===== config.mk =====
export PLATFORM = sky130hd
export DESIGN_NAME = mole_hit_judge
export DESIGN_NICKNAME = d
export VERILOG_FILES = /design/src/rtl/mole_hit_judge.sv
export SDC_FILE = /design/constraint.sdc
export NUM_CORES = 1
export LEC_CHECK = 0
export ABC_AREA = 1
export CAP_MARGIN = 20
export CORE_MARGIN = 3
export CORE_UTILIZATION = 50
export CTS_BUF_LIST = sky130_fd_sc_hd__clkbuf_4
export DETAILED_ROUTE_END_ITERATION = 10
export PLACE_DENSITY = 0.71
export SYNTH_ARGS = -nofsm -noshare
export SYNTH_HDL_FRONTEND = slang
export SYNTH_SLANG_ARGS = --single-unit

===== constraint.sdc =====
create_clock -name clk -period 4.7 [get_ports clk]
set_input_delay 1.41 -clock clk [delete_from_list [all_inputs] [get_ports clk]]
set_output_delay 1.41 -clock clk [all_outputs]
set_load 0.005 [all_outputs]

===== src/rtl/mole_hit_judge.sv =====
`timescale 1ns/1ps
`default_nettype none
// ============================================================================
// Module      : mole_hit_judge
// Description : Player-side judge for the whack-a-mole game. Latches each
//               displayed mole (position and type), debounces the four whack
//               buttons, judges the first press against the armed mole, and
//               keeps the BCD score, lives left and miss count. Flags a
//               sticky game over when the lives run out.
// Ports       : clk            - system clock, rising edge
//               restart_n      - asynchronous active-low reset
//               new_mole       - 1-cycle strobe, latch anode_en_mole/type_of_mole
//               anode_en_mole  - active-low one-hot mole position
//               type_of_mole   - 0 plague, 1 normal, 2 golden, 3 empty, else idle
//               btn            - raw active-high whack buttons
//               score_bcd      - {tens,ones} BCD score, saturates at 99
//               lives          - remaining lives
//               misses         - binary miss count, saturates at 255
//               hit_pulse      - 1-cycle pulse on a scoring hit
//               miss_pulse     - 1-cycle pulse on a miss or plague hit
//               game_over      - sticky once lives reach 0
// Revision    : 1.0 - initial release
// ============================================================================
module mole_hit_judge #(
  parameter int DEBOUNCE_CYCLES = 500000,
  parameter int WINDOW_CYCLES   = 50000000,
  parameter int START_LIVES     = 3
) (
  input  logic       clk,
  input  logic       restart_n,
  input  logic       new_mole,
  input  logic [3:0] anode_en_mole,
  input  logic [2:0] type_of_mole,
  input  logic [3:0] btn,
  output logic [7:0] score_bcd,
  output logic [2:0] lives,
  output logic [7:0] misses,
  output logic       hit_pulse,
  output logic       miss_pulse,
  output logic       game_over
);

  localparam int c_db_w  = $clog2(DEBOUNCE_CYCLES + 1);
  localparam int c_tmr_w = $clog2(WINDOW_CYCLES + 1);

  typedef enum logic [1:0] {
    ST_IDLE   = 2'd0,
    ST_ARMED  = 2'd1,
    ST_LOCKED = 2'd2,
    ST_OVER   = 2'd3
  } state_t;

  // --------------------------------------------------------------------------
  // BCD helpers: +n with saturation at 99, and -1 with floor at 00
  // --------------------------------------------------------------------------
  function automatic logic [7:0] bcd_add(input logic [7:0] s, input logic [1:0] n);
    logic [4:0] sum;
    logic [7:0] res;
    sum = {1'b0, s[3:0]} + {3'b000, n};
    if (sum > 5'd9) begin
      if (s[7:4] == 4'd9) res = 8'h99;
      else                res = {s[7:4] + 4'd1, 4'(sum - 5'd10)};
    end else begin
      res = {s[7:4], sum[3:0]};
    end
    return res;
  endfunction

  function automatic logic [7:0] bcd_dec(input logic [7:0] s);
    logic [7:0] res;
    if (s[3:0] != 4'd0)      res = {s[7:4], s[3:0] - 4'd1};
    else if (s[7:4] != 4'd0) res = {s[7:4] - 4'd1, 4'd9};
    else                     res = 8'h00;
    return res;
  endfunction

  // --------------------------------------------------------------------------
  // Per-button synchronizer, debouncer and rising-edge detector
  // --------------------------------------------------------------------------
  logic [3:0] w_press;

  for (genvar gi = 0; gi < 4; gi++) begin : g_btn
    logic              sync1_q, sync2_q;
    logic              level_q, level_d;
    logic              level_prev_q;
    logic [c_db_w-1:0] cnt_q, cnt_d;

    // cnt_q counts consecutive disagreeing samples already seen; the level
    // flips on the DEBOUNCE_CYCLES-th one and any agreement restarts the count.
    always_comb begin
      level_d = level_q;
      cnt_d   = '0;
      if (sync2_q != level_q) begin
        if (cnt_q == c_db_w'(DEBOUNCE_CYCLES - 1)) level_d = ~level_q;
        else                                       cnt_d   = cnt_q + c_db_w'(1);
      end
    end

    always_ff @(posedge clk or negedge restart_n) begin
      if (!restart_n) begin
        sync1_q      <= 1'b0;
        sync2_q      <= 1'b0;
        level_q      <= 1'b0;
        level_prev_q <= 1'b0;
        cnt_q        <= '0;
      end else begin
        sync1_q      <= btn[gi];
        sync2_q      <= sync1_q;
        level_q      <= level_d;
        level_prev_q <= level_q;
        cnt_q        <= cnt_d;
      end
    end

    assign w_press[gi] = level_q & ~level_prev_q;
  end

  // --------------------------------------------------------------------------
  // Judge state machine and game counters
  // --------------------------------------------------------------------------
  state_t             state_q, state_d;
  logic [3:0]         pos_q, pos_d;      // active-high position mask of the mole
  logic [2:0]         kind_q, kind_d;
  logic [c_tmr_w-1:0] timer_q, timer_d;
  logic [7:0]         score_q, score_d;
  logic [2:0]         lives_q, lives_d;
  logic [7:0]         misses_q, misses_d;
  logic               hit_q, hit_d;
  logic               miss_q, miss_d;
  logic               over_q, over_d;

  logic w_latch, w_add1, w_add2, w_penalty, w_miss_cnt, w_lose;

  always_comb begin
    state_d    = state_q;
    pos_d      = pos_q;
    kind_d     = kind_q;
    timer_d    = timer_q;
    score_d    = score_q;
    lives_d    = lives_q;
    misses_d   = misses_q;
    hit_d      = 1'b0;
    miss_d     = 1'b0;
    over_d     = over_q;
    w_latch    = 1'b0;
    w_add1     = 1'b0;
    w_add2     = 1'b0;
    w_penalty  = 1'b0;
    w_miss_cnt = 1'b0;
    w_lose     = 1'b0;

    case (state_q)
      ST_IDLE, ST_LOCKED: begin
        if (new_mole) w_latch = 1'b1;
      end
      ST_ARMED: begin
        // A fresh mole overrides a press in the same cycle; a press in the
        // same cycle as the window expiry is judged and the expiry dropped.
        if (new_mole) begin
          w_latch = 1'b1;
        end else if (|w_press) begin
          state_d = ST_LOCKED;
          if ($onehot(w_press) && (w_press == pos_q)) begin
            case (kind_q)
              3'd1:    w_add1 = 1'b1;
              3'd2:    w_add2 = 1'b1;
              3'd0:    w_lose = 1'b1;
              default: begin
                w_penalty  = 1'b1;
                w_miss_cnt = 1'b1;
              end
            endcase
          end else begin
            w_penalty  = 1'b1;
            w_miss_cnt = 1'b1;
          end
        end else if (timer_q == c_tmr_w'(WINDOW_CYCLES - 1)) begin
          state_d = ST_LOCKED;
          if ((kind_q == 3'd1) || (kind_q == 3'd2)) begin
            w_lose     = 1'b1;
            w_miss_cnt = 1'b1;
          end
        end else begin
          timer_d = timer_q + c_tmr_w'(1);
        end
      end
      default: begin
        // ST_OVER: frozen until reset
      end
    endcase

    if (w_latch) begin
      pos_d   = ~anode_en_mole;
      kind_d  = type_of_mole;
      timer_d = '0;
      state_d = ST_ARMED;
    end
    if (w_add1) begin
      score_d = bcd_add(score_q, 2'd1);
      hit_d   = 1'b1;
    end
    if (w_add2) begin
      score_d = bcd_add(score_q, 2'd2);
      hit_d   = 1'b1;
    end
    if (w_penalty) score_d = bcd_dec(score_q);
    if (w_miss_cnt) begin
      miss_d = 1'b1;
      if (misses_q != 8'hFF) misses_d = misses_q + 8'd1;
    end
    if (w_lose) begin
      miss_d = 1'b1;
      if (lives_q <= 3'd1) begin
        lives_d = 3'd0;
        state_d = ST_OVER;
        over_d  = 1'b1;
      end else begin
        lives_d = lives_q - 3'd1;
      end
    end
  end

  always_ff @(posedge clk or negedge restart_n) begin
    if (!restart_n) begin
      state_q  <= ST_IDLE;
      pos_q    <= 4'd0;
      kind_q   <= 3'd0;
      timer_q  <= '0;
      score_q  <= 8'h00;
      lives_q  <= 3'(START_LIVES);
      misses_q <= 8'd0;
      hit_q    <= 1'b0;
      miss_q   <= 1'b0;
      over_q   <= 1'b0;
    end else begin
      state_q  <= state_d;
      pos_q    <= pos_d;
      kind_q   <= kind_d;
      timer_q  <= timer_d;
      score_q  <= score_d;
      lives_q  <= lives_d;
      misses_q <= misses_d;
      hit_q    <= hit_d;
      miss_q   <= miss_d;
      over_q   <= over_d;
    end
  end

  assign score_bcd  = score_q;
  assign lives      = lives_q;
  assign misses     = misses_q;
  assign hit_pulse  = hit_q;
  assign miss_pulse = miss_q;
  assign game_over  = over_q;

endmodule
`default_nettype wire


======== Word-level counts from Yosys, hierarchy flattened ========
Cells that the tools add are included.
storage, ports and cells
  bits in registers ....................... 149
  input port bits ......................... 14
  output and inout bits ................... 22
  word-level logic and storage cells ...... 167
operators by class
  add/sub/neg operators ................... 17
  $lt $le $gt $ge ......................... 3
  equality and inequality tests ........... 22
  mux-type cells .......................... 61
  bitwise operators ....................... 13
  reductions and logical operators ........ 20
operators with widths
  operator               count
  $mux 19                8
  $mux 26                5
  $add 19x1->19 const B  4
  $eq 19x19->1 const B   4
  $mux 8                 9
  $mux 1                 31
  $add 26x1->26 const B  1
  $eq 26x26->1 const B   1
  $mux 2                 7
  $reduce_and 2->1       6
  $gt 5x4->1 const B     2
  $add 8x1->8 const B    1
  $ne 8x8->1 const B     1
  $not 1->1              8
  $reduce_and 4->1       2
  $reduce_bool 4->1      2
  $sub 4x1->4 const B    2
  $sub 4x4->4 const B    2
  $eq 3x1->1 const B     2
  $ne 2x2->1 const B     3
  $reduce_bool 3->1      2
  $reduce_or 3->1        2
  $add 4x1->5 const B    1
  $add 4x2->5 const B    1
  other kinds (22)       29

======== Longest topological paths before layout ========
Gate-level depths: netlist (run 1).
  depth in word-level cells ............... 13
  gate-level depth with buffers ........... 19
  gate-level depth less buffers ........... 19

======== Least setup slack after synthesis (run 1) ========
No wires, ideal clock.
  kind .................................... reg-to-reg
  start ................................... reg g_btn[0].level_q
  end ..................................... reg score_q[1] (netlist: score_bcd[1])
  setup time .............................. 0.065 ns
  arrival ................................. 2.541 ns
  data required time ...................... 4.635 ns
  setup slack ............................. 2.094 ns
  stages on the path, launching flop included .. 17
  buffers on the path ..................... 0
  clock period less this slack ............ 2.606 ns
  cells stage by stage .................... dfrtp_1 -> nand2_2 -> inv_1 -> fa_1 -> ha_1 -> ha_1 -> inv_1 -> nand2_1 -> nor2_1 -> nand2_1 -> nor2_4 -> nand4_4 -> nand2_4 -> nand2_4 -> and2_1 -> or2_1 -> nand2_1
on the way
  word-level cells in the longest chain between the ends .. 11
  elaborated cells on any way between the ends .. 22
  those cells by class .................... add/sub (2); eq/ne (2); mux (14); bitwise (1); reduce/logical (3)
ends and longest elaborated chain
  element                            line  text
  from (decl)                        84    logic level_q, level_d;
  from (signal assigned)             109   level_q <= level_d;
  $and 1x1->1 *                      115   assign w_press[gi] = level_q & ~level_prev_q;
  $add 1x1->2 (implied by the code)  163   if ($onehot(w_press) && (w_press == pos_q)) begin
  $add 2x2->3 (implied by the code)  163
  $eq 3x1->1                         163
  $logic_and 1x1->1                  163
  $mux 1                             163
  $mux 1                             161   end else if (|w_press) begin
  $mux 1                             159   if (new_mole) begin
  $mux 1                             152   case (state_q)
  $mux 8                             202   if (w_add2) begin
  $mux 8                             206   if (w_penalty) score_d = bcd_dec(score_q);
  to (signal assigned)               240   score_q <= score_d;
  to (decl)                          125   logic [7:0] score_q, score_d;
Every way passes the cells marked *; elsewhere a longest branch is shown, timed or not.
A chain may end at the register's enable or synchronous reset.

======== Worst setup path after layout (run 1) ========
  start ................................... reg g_btn[3].level_q
  end ..................................... reg misses_q[1] (netlist: misses[1])
on the way
  word-level cells in the longest chain between the ends .. 10
  elaborated cells on any way between the ends .. 12
  those cells by class .................... add/sub (2); eq/ne (2); mux (4); bitwise (1); reduce/logical (3)
ends and longest elaborated chain
  element                              line  text
  from (decl)                          84
  from (signal assigned)               109
  $and 1x1->1 *                        115
  $add 1x1->2 (implied by the code)    163
  $add 2x2->3 (implied by the code)    163
  $eq 3x1->1                           163
  $logic_and 1x1->1                    163
  $mux 1                               163
  $mux 1 *                             161
  $mux 1 *                             159
  $mux 1 *                             152
  $reduce_and 2->1 (no source line) *  -
  to (signal assigned)                 242   misses_q <= misses_d;
  to (decl)                            127   logic [7:0] misses_q, misses_d;
Marks and branches as above.

==> out/results.tsv, run 1 <==
metric	value	unit
wl	17500	um
utilization	0.562	
synth_top_family_by_area	simple AND/OR/NAND/NOR gates	
seq_area_frac_synth	0.439	
area_delta_synth_final	9.78	%
start_util	0.512	
synth_top_area_share	0.433	
clkLatencyLatePin	540	ps
crit_required	5190	ps
final_max_slew_viol_count	0	
drive_gt1_frac	0.0912	
synth_xor_area_frac	0.0464	
dr_total_vias	6966	
synth_compound_area_frac	0.0863	
ff2ff_setup_slack	1630	ps
syn_nets	1097	
grt_max_degree	75	
critical_path_class	reg2reg	
worstPathMaxFanout	10	
hp-start	g_btn[0].sync1_q$_DFF_PN0_	
setup_viol	0	
worstReg2RegStart	g_btn[3].level_q$_DFFE_PN0P_	
viasPerCell	5.20	
synthArstFlopShare	1.00	
synth_edf_count	0	
reg2reg_to	misses[1]$_DFFE_PN0P_	
place_ws	1300	ps
max_freq	325	MHz
synthAdderAreaFrac	0.0348	
syn_area_per_cell	8.01	um2
ys_ff_latch	149	
critPathBufInv	2	
grt_pass1_wl	30300	um
worstPathArrival	3560	ps
cts_tree	built	
peakVddDrop	0.157	mV
clkSinkCount	149	
final_cell_mix	nand2_1, dfrtp_1, inv_1	
ios	36	
dieArea	18600	um2
diodes	0	
hold-path-endpoint	g_btn[0].sync2_q$_DFF_PN0_	
placementRows	47	
die_y	136	um
tightest_slew	699	ps
synth_area_leaders	dfrtp_1, nand2_1, inv_1, nor2_1, nand3_1	
grt_overflow	0	
drv_cap	0	
grt.total_usage	0.201	
period_share	0.654	
reg2regPathDepth	15	
synth-simple-area-share	0.315	
synthMuxAreaShare	0.00530	
final_area	9330	um2
drc	0	
ys.warnings.count	0	
p_per_area	231	nW/um2
cts_resized	0	
hold_path_class	reg2reg	
final_cells	1339	
cp_top_family	simple AND/OR/NAND/NOR gates	
crit_path_cell_trace	inv_1 > nor2_1 > fa_1 > ha_1 > ha_1 > inv_1 > nand2_1 > nor2_1 > nand2_1 > nor2_4 > nand4_4 > or2_0 > nand3_4 > nand2_1 > nand2_1	
fin_crit	3070	ps
gp_congestion	0.909	
p_leak	4.23	nW
setup_ws	1630	ps
ctsHoldBuffers	0	
finalClockSkew	18.4	ps
post-cts-setup-buffers	0	
cts_root_buf	clkbuf_4	
slowest_delay	490	ps
core_area	16600	um2
nets	1143	
grt_pass1_vias	6440	
antenna_found_initial	0	
outcome	finished clean	
cts_buffers	17	
grt_setup_unrepaired	false	
io_buffer_count	35	
drtPass1Iterations	5	
hold_viol	0	
cts_max_level	4	
tns	0	ps
cp-end-kind	flip-flop	
critical_path.slowest_cell	or2_0	
ys.flop_type	dfrtp_1	
synth_top_area_cell	dfrtp_1	
max_slew_margin	0.534	
layout.cells.most_common	nand2_1	
path_clk_slew	130	ps
syn_area	8500	um2
die_x	136	um
whs_path_depth	0	
dpl_cell_area	9080	um2
crit_top_cell	nand2_1	
routedWlPerCell	13.1	um
start_kind	flip-flop	
netlist_instances	1060	
initialDrtViolationCount	523	
placed_cells	1307	
ys_types	49	
ant_nets	0	
post-dp-hpwl	13000	um
cts_buffer_depth	2	
==> cells by family after synthesis <==
kind of cell             count (synthesis)
AND/OR/NAND/NOR                        551
buffers and inverters                  157
flip-flops                             149
AO/OA/AOI/OAI                          131
XOR/XNOR                                45
adder cells (fa/ha/maj)                 23
multiplexers                             4
==> cell type report <==
| type | count | area (um2) |
|---|---|---|
| clock inverter | 15 | 114 |
| inverter | 146 | 549 |
| timing repair buffer | 38 | 387 |
| fill | 1537 | 7260 |
| clock buffer | 17 | 128 |
| sequential | 149 | 3730 |
| tap | 220 | 275 |
| multi-input combinational | 754 | 4140 |
==> metrics by stage <==
stage	hold WS, ps	power, W
finish	356	0.00216
floorplan	331	0.00141
CTS	357	0.00219
global placement	333	0.00147
detailed placement	343	0.00147
global route	370	0.00227
==> worst register-to-register path, delay by kind of cell, from the launching register on <==
family | cells | cell delay [ps]
fa+ha+maj | 3 | 930
buf+inv | 2 | 110
flops | 1 | 470
simple gates | 10 | 1510
==> where the power goes <==
group	leakage (nW)	total [W]	internal, W	switching [W]
clock network	0.136	0.000713	0.000255	0.000457
logic	2.07	0.000124	0.0000369	0.0000866
registers	2.02	0.00132	0.00130	0.0000166
total	4.23	0.00216	0.00160	0.000561
==> registers in the layout, summed over array words and instances (netlist names), 2 cells and up <==
register and cells:
score_bcd 8, g_btn.level_prev_q 4, timer_q 26, lives 3
state_q 2, misses 8, g_btn.sync1_q 4, g_btn.level_q 4
g_btn.sync2_q 4, pos_q 4, g_btn.cnt_q 76, kind_q 3
==> Yosys cell counts, types with 12 or more instances <==
cell type,n
nand2_1,238
dfrtp_1,147
inv_1,137
nor2_1,99
nand3_1,67
a21oi_1,50
o21ai_0,40
xor2_1,35
nand4_1,34
nor3_1,34
ha_1,22
nor4_1,12
==> metal layers <==
layer	vias up	wire length, um	global-route usage
li1	3567	-	-
met1	3260	8630	0.293
met2	126	8070	0.306
met3	13	674	0.0403
met4	0	153	0.0538
met5	-	0	0
==> how the worst max path moves through the flow <==
| stage | startpoint | end | slack (ps) | cells past startpoint |
|---|---|---|---|---|
| after floorplan | g_btn[0].level_q$_DFFE_PN0P_ | score_bcd[1]$_DFFE_PN0P_ | 2090 | 16 |
| after global placement | new_mole | timer_q[6]$_DFFE_PN0P_ | 1340 | 8 |
| after detailed placement | new_mole | timer_q[6]$_DFFE_PN0P_ | 1300 | 8 |
| after CTS | lives[0]$_DFFE_PN1P_ | lives[0] | 1570 | 1 |
| after global routing | g_btn[3].level_q$_DFFE_PN0P_ | misses[4]$_DFFE_PN0P_ | 1300 | 15 |
| final | g_btn[3].level_q$_DFFE_PN0P_ | misses[1]$_DFFE_PN0P_ | 1630 | 15 |
Note: power is estimated with default switching activity, not from simulation.
==> run 2, diff against run 1 <==
Settings changed: PLACE_DENSITY 0.71 to 0.73.
Clock period 4.7 ns to 2.69 ns, I/O delays scaled along.
==> run 2 against run 1 <==
Design area is 3.9% higher; largest cell class unchanged; critical endpoint is now misses[2]$_DFFE_PN0P_; final cell count is 1.7% higher; register-to-register slack worse by 1600 ps; non-clock buffer count is 23 higher; critical path depth is 1 higher; die area stayed put; maximum frequency is 15% higher; worst hold slack worse by 150 ps; clock skew is 11 ps higher; total power is 89% higher; setup slack worse by 1600 ps; wire length is 3.1% higher.
==> out/results.tsv, run 2 (synthesis gave the netlist of run 1 again) <==
metric	value	unit	change
outcome	finished clean		
start_util	0.512		unchanged
top_register	g_btn.cnt_q		
max_freq	373	MHz	+15%
cp-end-kind	flip-flop		
reg2regPathDepth	16		+1
initialDrtViolationCount	485		-7.3%
p_per_area	421	nW/um2	+82%
largest_reg_flops	76		unchanged
diodes	0		unchanged
drv_cap	0		unchanged
routedWlPerCell	13.3	um	+1.3%
die_x	136	um	unchanged
ctsHoldBuffers	0		unchanged
drive_gt1_frac	0.130		+0.0384
core_area	16600	um2	unchanged
cts_buffers	17		unchanged
worstPathArrival	3180	ps	-380 ps
seqCellArea	3730	um2	unchanged
io_buffer_count	35		unchanged
grt_pass1_wl	31100	um	+2.4%
cts_buffer_depth	2		unchanged
gp_congestion	0.876		-3.6%
placed_cells	1323		+1.2%
utilization	0.584		+0.0217
wl	18100	um	+3.1%
cts_tree	built		
hold_viol	0		unchanged
cts_root_buf	clkbuf_4		
dr_total_vias	7121		+2.2%
ios	36		unchanged
drc	0		unchanged
final_cell_mix	nand2_1, dfrtp_1, inv_1		
grt.total_usage	0.205		+0.00402
tns	0	ps	unchanged
antenna_found_initial	0		unchanged
worstPathMaxFanout	8		-2
clkLatencyLatePin	550	ps	about the same
placementRows	47		unchanged
fillers	1540		+0.20%
die_y	136	um	unchanged
grt_pass1_vias	6620		+2.8%
layout.cells.most_common	nand2_1		
final_max_slew_viol_count	0		unchanged
crit_required	3190	ps	-2000 ps
finalPower	0.00407	W	+89%
viasPerCell	5.23		+0.50%
critical_path_class	reg2reg		
grt_setup_unrepaired	true		
max_slew_margin	0.637		+0.103
period_share	0.997		+0.343
peakVddDrop	0.553	mV	+250%
drtPass1Iterations	6		+1
cts_max_level	4		unchanged
clkSinkCount	149		unchanged
area_delta_synth_final	14.0	%	
reg.largest.list	g_btn.cnt_q (76), timer_q (26)		
tightest_slew	539	ps	-160 ps
setup_viol	0		unchanged
dieArea	18600	um2	unchanged
whs	203	ps	-153 ps
path_clk_slew	150	ps	+20 ps
p_leak	4.37	nW	+3.4%
finalClockSkew	29.8	ps	+11.3 ps
hold_path_class	in2async		
multiInputGateArea	4230	um2	+2.2%
start_kind	flip-flop		
ant_nets	0		unchanged
grt_max_degree	52		-31%
fin_crit	2680	ps	-392 ps
grt_overflow	0		unchanged
nets	1166		+2.0%
ff2ff_setup_slack	9	ps	-1620 ps
final_cells	1362		+1.7%
post-dp-hpwl	13200	um	+1.3%
-- run 2: cell count changes in the layout (fill, tap and decap cells not counted), moves of 4 or more --
cell / before / now
nand2_1: 238 / 234
buf_6: 1 / 5
buf_4: 2 / 19
clkinv_2: 8 / 2
nor2_1: 99 / 94
-- run 2: repair_timing --
action | 4_1_cts | 5_1_grt
setup endpoints to repair | 10 | 20
gates cloned | 1 | 0
endpoints found under the hold margin | 0 | 0
buffers inserted | 0 | 6
pin swaps | 3 | 20
gates resized for setup | 8 | 25
-- run 2: where the power goes --
part	internal (W)	switching (W)	leakage [nW]	total, W
clock network	0.000684	0.000855	0.168	0.00154
logic	0.0000732	0.000157	2.19	0.000230
registers	0.00228	0.0000279	2.02	0.00230
total	0.00303	0.00104	4.37	0.00407
-- run 2: metal layers --
layer  wire [um]  GRT usage  part of all wire
met5           0          0                 0
met4         297     0.0549             0.016
met3         728     0.0466             0.040
met2        8510      0.323              0.47
met1        8520      0.286              0.47
-- run 2: path summary, 6_finish.rpt --
check / from / endpoint
worst max-delay path: g_btn[0].level_q$_DFFE_PN0P_ / misses[2]$_DFFE_PN0P_
worst min-delay path: restart_n / score_bcd[5]$_DFFE_PN0P_
worst max register to register: g_btn[0].level_q$_DFFE_PN0P_ / misses[2]$_DFFE_PN0P_
worst min register to register: g_btn[0].sync1_q$_DFF_PN0_ / g_btn[0].sync2_q$_DFF_PN0_
max in group asynchronous: restart_n / g_btn[1].cnt_q[7]$_DFF_PN0_
min in group clk: g_btn[0].sync1_q$_DFF_PN0_ / g_btn[0].sync2_q$_DFF_PN0_
-- run 2: final cells by class --
class / instances / share of cell area
well taps: 220 / 0.0284
clock inverters: 13 / 0.0176
multi-input cells: 754 / 0.437
inverters: 146 / 0.0567
repair buffers: 61 / 0.0603
flip-flops and latches: 149 / 0.385
clock buffers: 19 / 0.0147
-- run 2: per-stage QoR --
step	instance area (um2)	setup slack (ps)
floorplan	8500	83.9
global placement	9220	25.2
detailed placement	9220	-19.5
CTS	9570	10.2
global route	9690	-190
finish	9690	9.08
-- run 2: critical path: stages, from the launching register on --
cell and delay (ps):
dfrtp_1 410, nand2_2 80, inv_2 40, fa_1 530
ha_2 180, ha_4 190, inv_2 40, nand2_1 40
nor2_1 80, nand2_1 80, nor2_4 150, nand4_4 140
or2_4 300, buf_6 140, nand3_4 120, nand2_1 70
nand2_1 50
